===== config.mk =====
export PLATFORM = sky130hd
export DESIGN_NAME = sync_fifo_flex
export DESIGN_NICKNAME = d
export VERILOG_FILES = /design/src/rtl/sync_fifo_mem.sv /design/src/rtl/sync_fifo_flex.sv
export SDC_FILE = /design/constraint.sdc
export NUM_CORES = 1
export LEC_CHECK = 0
export CORE_MARGIN = 2
export CORE_UTILIZATION = 53
export CTS_CLUSTER_SIZE = 16
export DETAILED_ROUTE_END_ITERATION = 10
export PLACE_DENSITY = 0.8
export SLEW_MARGIN = 20
export SYNTH_ARGS = -nofsm -noshare
export SYNTH_HDL_FRONTEND = slang
export SYNTH_HIERARCHICAL = 1
export SYNTH_SLANG_ARGS = --single-unit

===== constraint.sdc =====
create_clock -name comm_clock -period 2.95 [get_ports comm_clock]
set_input_delay 0.59 -clock comm_clock [delete_from_list [all_inputs] [get_ports comm_clock]]
set_output_delay 0.59 -clock comm_clock [all_outputs]
set_load 0.02 [all_outputs]

===== src/rtl/sync_fifo_mem.sv =====
// Storage array for sync_fifo_flex: one synchronous write port and one
// asynchronous read port. The array is deliberately not reset; the parent
// guarantees a word is only read after it has been written.
module sync_fifo_mem #(
  parameter int DATA_WIDTH = 8,
  parameter int ADDR_BITS  = 4
) (
  input  logic                  clk,
  input  logic                  wr_en,
  input  logic [ADDR_BITS-1:0]  wr_addr,
  input  logic [DATA_WIDTH-1:0] wr_data,
  input  logic [ADDR_BITS-1:0]  rd_addr,
  output logic [DATA_WIDTH-1:0] rd_data
);

  localparam int DEPTH = 1 << ADDR_BITS;

  logic [DATA_WIDTH-1:0] mem [DEPTH];

  // Write the offered word into the addressed slot on the rising edge.
  always_ff @(posedge clk) begin
    if (wr_en) begin
      mem[wr_addr] <= wr_data;
    end
  end

  // Head word is visible combinationally so the FIFO can fall through.
  assign rd_data = mem[rd_addr];

endmodule


===== src/rtl/sync_fifo_flex.sv =====
// Synchronous first-word-fall-through FIFO with level reporting,
// almost-full / almost-empty thresholds and a synchronous flush.
//
// Handshake: a word moves across a port on a rising edge of comm_clock when
// valid and ready are both high in the cycle before that edge. ready/valid
// driven by this block depend only on registered pointer state, never
// combinationally on the partner's valid/ready. A producer must hold in_data
// while in_valid && !in_ready; out_data is held while out_valid && !out_ready.
module sync_fifo_flex #(
  parameter int DATA_WIDTH         = 8,
  parameter int ADDR_BITS          = 4,
  parameter int ALMOST_FULL_LEVEL  = (1 << ADDR_BITS) - 2,
  parameter int ALMOST_EMPTY_LEVEL = 2
) (
  input  logic                  comm_clock,
  input  logic                  reset,
  input  logic                  flush,
  input  logic                  in_valid,
  output logic                  in_ready,
  output logic                  in_full,
  output logic                  in_almost_full,
  input  logic [DATA_WIDTH-1:0] in_data,
  input  logic                  out_ready,
  output logic                  out_valid,
  output logic                  out_empty,
  output logic                  out_almost_empty,
  output logic [DATA_WIDTH-1:0] out_data,
  output logic [ADDR_BITS:0]    level
);

  localparam int PTR_W = ADDR_BITS + 1;
  localparam logic [PTR_W-1:0] AF_LEVEL = PTR_W'(ALMOST_FULL_LEVEL);
  localparam logic [PTR_W-1:0] AE_LEVEL = PTR_W'(ALMOST_EMPTY_LEVEL);

  // Pointers carry one extra MSB so that equal low bits can be told apart
  // as either empty (MSBs equal) or full (MSBs differ).
  logic [PTR_W-1:0] wr_ptr;
  logic [PTR_W-1:0] rd_ptr;
  logic             full;
  logic             empty;
  logic             push;
  logic             pop;

  // Status is derived purely from the pointers, so it follows an
  // asynchronous reset immediately and always agrees with level.
  always_comb begin
    empty = (wr_ptr == rd_ptr);
    full  = (wr_ptr[ADDR_BITS] != rd_ptr[ADDR_BITS]) &&
            (wr_ptr[ADDR_BITS-1:0] == rd_ptr[ADDR_BITS-1:0]);
  end

  assign level            = wr_ptr - rd_ptr;
  assign in_ready         = !full;
  assign in_full          = full;
  assign in_almost_full   = (level >= AF_LEVEL);
  assign out_valid        = !empty;
  assign out_empty        = empty;
  assign out_almost_empty = (level <= AE_LEVEL);

  // Flush wins over both ports; a full FIFO never passes a push through
  // even when a pop happens in the same cycle.
  assign push = in_valid && !full && !flush;
  assign pop  = out_ready && !empty && !flush;

  // Pointer update: flush returns both pointers to zero, otherwise each
  // advances by one on its own transfer with natural modulo wrap.
  always_ff @(posedge comm_clock or negedge reset) begin
    if (!reset) begin
      wr_ptr <= '0;
      rd_ptr <= '0;
    end else if (flush) begin
      wr_ptr <= '0;
      rd_ptr <= '0;
    end else begin
      if (push) begin
        wr_ptr <= wr_ptr + PTR_W'(1);
      end
      if (pop) begin
        rd_ptr <= rd_ptr + PTR_W'(1);
      end
    end
  end

  sync_fifo_mem #(
    .DATA_WIDTH (DATA_WIDTH),
    .ADDR_BITS  (ADDR_BITS)
  ) u_mem (
    .clk     (comm_clock),
    .wr_en   (push),
    .wr_addr (wr_ptr[ADDR_BITS-1:0]),
    .wr_data (in_data),
    .rd_addr (rd_ptr[ADDR_BITS-1:0]),
    .rd_data (out_data)
  );

endmodule


Word-level counts from Yosys, hierarchy flattened
Memories as Yosys holds them, arrays and structs flattened.
Index checks and enable logic that the tools add are counted.
Widths: inputs -> output; s select.
- flip-flop bits (word level): 10
- latch bits: 0
- memory bits (writable): 128
- bits in read-only memories: 0
- word-level logic and storage cells: 27
- memories kept: 1
- add/subtract/negate cells: 3
- multipliers: 0
- divide/modulo/power cells: 0
- $lt $le $gt $ge: 2
- eq/ne operators: 3
- shifts and indexed selects: 0
- multiplexer cells: 6
- bitwise logic cells: 0
- reduce and logical (&&, ||, !) cells: 10
- memories (memory ; words ; width ; rd ports ; clocked after Yosys merged registers in ; write ports ; line ; source):
    u_mem.mem ; 16 ; 8 ; 1 ; 0 ; 1 ; sync_fifo_mem.sv:18 ; logic [DATA_WIDTH-1:0] mem [DEPTH];
- operators by type and width (operator ; count):
    $mux 5 ; 4
    $add 5x1->5 const B ; 2
    $eq 5x5->1 ; 1
    $ge 5x4->1 const B ; 1
    $le 5x2->1 const B ; 1
    $logic_and 1x1->1 ; 5
    $sub 5x5->5 ; 1
    $eq 4x4->1 ; 1
    $reduce_bool 2->1 ; 2
    $logic_not 1->1 ; 3
    $mux 1 ; 2
    $ne 1x1->1 ; 1

Depth between registers and ports, before layout
- depth in word-level cells: 7
- depth in mapped cells: 8

By module
The synthesis kept the hierarchy.
- by module, submodules not included (module ; times used ; cells each ; area each (sq um)):
    sync_fifo_mem ; 1 ; 221 ; 4987.3
    sync_fifo_flex ; 1 ; 75 ; 700.7

Worst setup path before layout
Ideal clock, no wire load.
- path type: register to register
- from: register wr_ptr[0]
- to: memory u_mem.mem[0][0], enable pin
- setup time: 0.383 ns
- arrival: 2.534 ns
- slack: 0.033 ns
- cell stages (with the launch flop): 8
- buffers on the path: 0
- cell sequence: dfrtp_1 inv_1 ha_1 nand4_1 o21ai_0 nor2_1 or3b_2 nor3_1
- word-level cells in the longest chain between the ends: 7
- RTL lines (element ; line ; source):
    start, declared ; sync_fifo_flex.sv:37 ; logic [PTR_W-1:0] wr_ptr;
    start signal, assigned ; sync_fifo_flex.sv:76 ; wr_ptr <= wr_ptr + PTR_W'(1);
    $eq 4x4->1 ; sync_fifo_flex.sv:49 ; (wr_ptr[ADDR_BITS-1:0] == rd_ptr[ADDR_BITS-1:0]);
    $logic_and 1x1->1 ; sync_fifo_flex.sv:48 ; full = (wr_ptr[ADDR_BITS] != rd_ptr[ADDR_BITS]) &&
    $logic_not 1->1 ; sync_fifo_flex.sv:62 ; assign push = in_valid && !full && !flush;
    $logic_and 1x1->1 (2 in series) ; sync_fifo_flex.sv:62 ;
    via push ; sync_fifo_flex.sv:41 ; logic push;
    $mux 1 ; sync_fifo_mem.sv:22 ; if (wr_en) begin
    $mux 1 (not written as such) ; sync_fifo_mem.sv:23 ; mem[wr_addr] <= wr_data;
    end, declared ; sync_fifo_mem.sv:18 ;
The timed path passes the listed nets, and every way through them passes these cells.

Final worst setup path
- from: register wr_ptr[0]
- to: output port in_almost_full
- word-level cells in the longest chain between the ends: 2
- RTL lines (element ; line ; source):
    $sub 5x5->5 ; sync_fifo_flex.sv:52 ; assign level = wr_ptr - rd_ptr;
    $ge 5x4->1 ; sync_fifo_flex.sv:55 ; assign in_almost_full = (level >= AF_LEVEL);
    end, declared ; sync_fifo_flex.sv:21 ; output logic in_almost_full,
No other way between the ends.

==> results.md <==
* Worst Path Buf+Inv at 4
* Area grow syn2layout at 25.2%
* Critical R2R Launch: rd_ptr[3]$_DFFE_PN0P_
* Die ar. at approximately 0.012 mm^2
* Skew final at 0.00964 ns
* Layout cells sized above 1 at 35.0%
* Post-synth top area share at between 60% and 70%
* Hold Path Class: in2async
* Yosys cell types at 37
* Rows at 37
* Power per cell area at about 730 mW/mm^2
* Core area at 0.0104 mm^2
* Max FO, Critical Path at 2
* Crit path required time at ~2.4 ns
* Fmax at about 330 MHz
* Storage cell area at 0.00410 mm^2
* Fin crit period at 3.00 ns
* Final worst setup slack at -0.0497 ns
* 1st-iter DRT viols at ~330
* Initial Utilization at 54.9%
* Area occupied by multi-input gates at 0.00154 mm^2
* Ys Warns at 6
* IO Pins at 32
* Most used cell, CP: inv_2
* H-tree depth at 4
* Total CTS buffers at 17
* Hold Fails Final Rpt at 0
* Post-DP HPWL at between 7 and 8 mm
* Slew HR at about three fifths
* Crit-path slowest cell: dfrtp_1
* Worst R2R Setup Slack at ~0.35 ns
* Crit Path Class: reg2out
* Syn nets at around 320
* Hold Slack at about 0.40 ns
* Die H at approximately 110 um
* First-pass GRT wire length at around 18 mm
* Pre-antenna DRT Iters at 4
* Count of final setup violators at 1
* WP depth at 10
* Worst endpoint data arrival time at between 2 and 2.5 ns
* Placer Congestion at 0.782
* GRT overflow at 0
* Vias in the first global route at 3185
* Width of the die at roughly 110 um
* Clock buffer depth at 2
* Reg-to-Reg End: u_mem/mem[3][5]$_DFFE_PP_
* Slew @ Worst Pin at ~0.60 ns
* # port buffers at 31
* Final Max Tran Viols at 0
* EDFF count, synth at 128
* WL per Instance at roughly 24 um
* Fin crit share at 102%
* Post-Route WL at between 10 and 15 mm
* Ranking of synthesized cells by area: edfxtp_1 68%, mux4_2 7.1%, mux4_1 6.5%
* Largest net degree at the start of global routing at 36
* Register area share after synthesis at between 70% and 80%
* Post-DRT Antenna Nets at 0
* Post-Syn Area per Cell at ~19 um^2
* DR vias at ~3200
* Leak at around 2.5 nW
* Filler instances at 644
* Number of remaining DRC errors at 0
* Peak supply drop at around 0.44 mV
* Hold Buf Count CTS at 0
* Final Non-Filler Cells at approximately 530
* Synth Register Bits at 138
* Placed instance count at between 400 and 500
* Antenna diode count at 0
* Synth Instances at ~300
* Via density at roughly 5.9
* Clock-pin slew on the worst setup and hold paths at ~0.06 ns
* Initial antenna violation count at 0
* CTS sink count at 138
* CP cell instances: inv_2, ha_4, inv_2, fa_2, a21o_1, a21oi_2, xnor2_2, buf_4, a31o_4, buf_6
* Synth Flop Type: edfxtp_1
* Clock latency on the worst-skew pair at just over 0.5 ns
* TritonCTS clock tree: built
* Area leader, netlist: edfxtp_1
* Register-to-Register Path Depth at 8
* Nets at about 410
* Async SR Flop Fraction at 7.25%
* Failing checks: negative setup slack
* Crit path max-delay family: compound AO/OA/AOI/OAI gates
* Critical Path Sink Type: primary output
* Worst setup SP type: register
* RSZ-0062 raised after global routing: yes
* CP max stage delay at between 0.3 and 0.4 ns
* Fin Setup TNS at -0.0497 ns
* Worst slack, placed at -0.108 ns
* Status: finished, violations left
* Max-cap violations at 0
* Final Total Pwr at roughly 0.0052 W
* Clock Tree Root: clkbuf_8
* Mapped cell area at roughly 0.0057 mm^2
* Gr usage total at between 20% and 30%
how the worst max path moves through the flow:
stage	startpoint	end	slack (ns)
2_1_floorplan	wr_ptr[0]$_DFFE_PN0P_	u_mem/mem[0][0]$_DFFE_PP_	0.03
3_3_place_gp	wr_ptr[0]$_DFFE_PN0P_	out_almost_empty	-0.04
3_5_place_dp	wr_ptr[0]$_DFFE_PN0P_	out_almost_empty	-0.11
4_1_cts	wr_ptr[0]$_DFFE_PN0P_	in_almost_full	-0.14
5_1_grt	wr_ptr[0]$_DFFE_PN0P_	in_almost_full	-0.14
6_report	wr_ptr[0]$_DFFE_PN0P_	in_almost_full	-0.05
metrics by stage:
stage | util [%] | cell area (um^2)
after global placement | 61.4 | 6360
after detailed placement | 61.4 | 6360
after CTS | 67.3 | 6980
after floorplan | - | 5690
after global routing | 68.7 | 7120
final | 68.7 | 7120
routing by layer:
metal  share of wire [%]  GRT usage, %  wire length, um  vias up
met2                  53          38.8             6800      143
met4                 1.9          6.68              248        0
met1                  38          29.7             4960     1607
met5                   0             0                0        -
met3                 7.2          6.11              937       16
li1                    -             -                -     1389
what timing repair did:
| item | CTS | global route |
|---|---|---|
| pin swaps | 8 | 11 |
| buffers inserted | 3 | 9 |
| cloned | 1 | 1 |
| resized for setup | 72 | 24 |
| endpoints found under the setup margin | 16 | 13 |
cell usage in the layout, fill, tap and decap left out, types with 8 or more instances in the layout:
master,synthesis,final
buf_6,3,8
buf_4,1,41
a22oi_2,0,11
nor2_1,23,23
dfrtp_1,10,9
nand2_1,12,11
mux4_2,18,26
edfxtp_1,128,128
clkdlybuf4s50_1,0,13
clkbuf_16,0,17
final cells by class:
type                    count  share of cell area (%)
well taps                 136                    2.39
clock buffers              17                    5.82
clock inverters            14                    1.86
multi-input cells         139                    21.6
repair buffers             81                    10.4
inverters                   8                   0.422
flip-flops and latches    138                    57.5
registers in the layout, summed over array words and instances (netlist names):
signal,count
u_mem/mem,128
wr_ptr,5
rd_ptr,5
where the power goes:
part | total, W | switching [W] | internal (W) | leakage (nW)
combinational | 0.00107 | 0.000522 | 0.000550 | 0.934
sequential | 0.00218 | 0.0000147 | 0.00216 | 1.29
clock | 0.00194 | 0.000757 | 0.00118 | 0.266
synthesized netlist by cell type, types with 5 or more instances:
cell type    n
mux4_1      14
nor2_1      23
ha_1         6
inv_1        8
xor2_1       6
xnor2_1      6
nand2_1     12
edfxtp_1   128
a22oi_1     16
mux4_2      18
dfrtp_1     10
a21oi_1      5
logic make-up after synthesis:
| family | synth area share, % |
|---|---|
| flops | 72.0 |
| buf+inv | 2.11 |
| simple gates | 4.53 |
| compound gates | 3.92 |
| xor+xnor | 1.85 |
| mux | 13.9 |
| fa+ha+maj | 1.67 |
No activity file was read; power rests on OpenSTA's default activity.
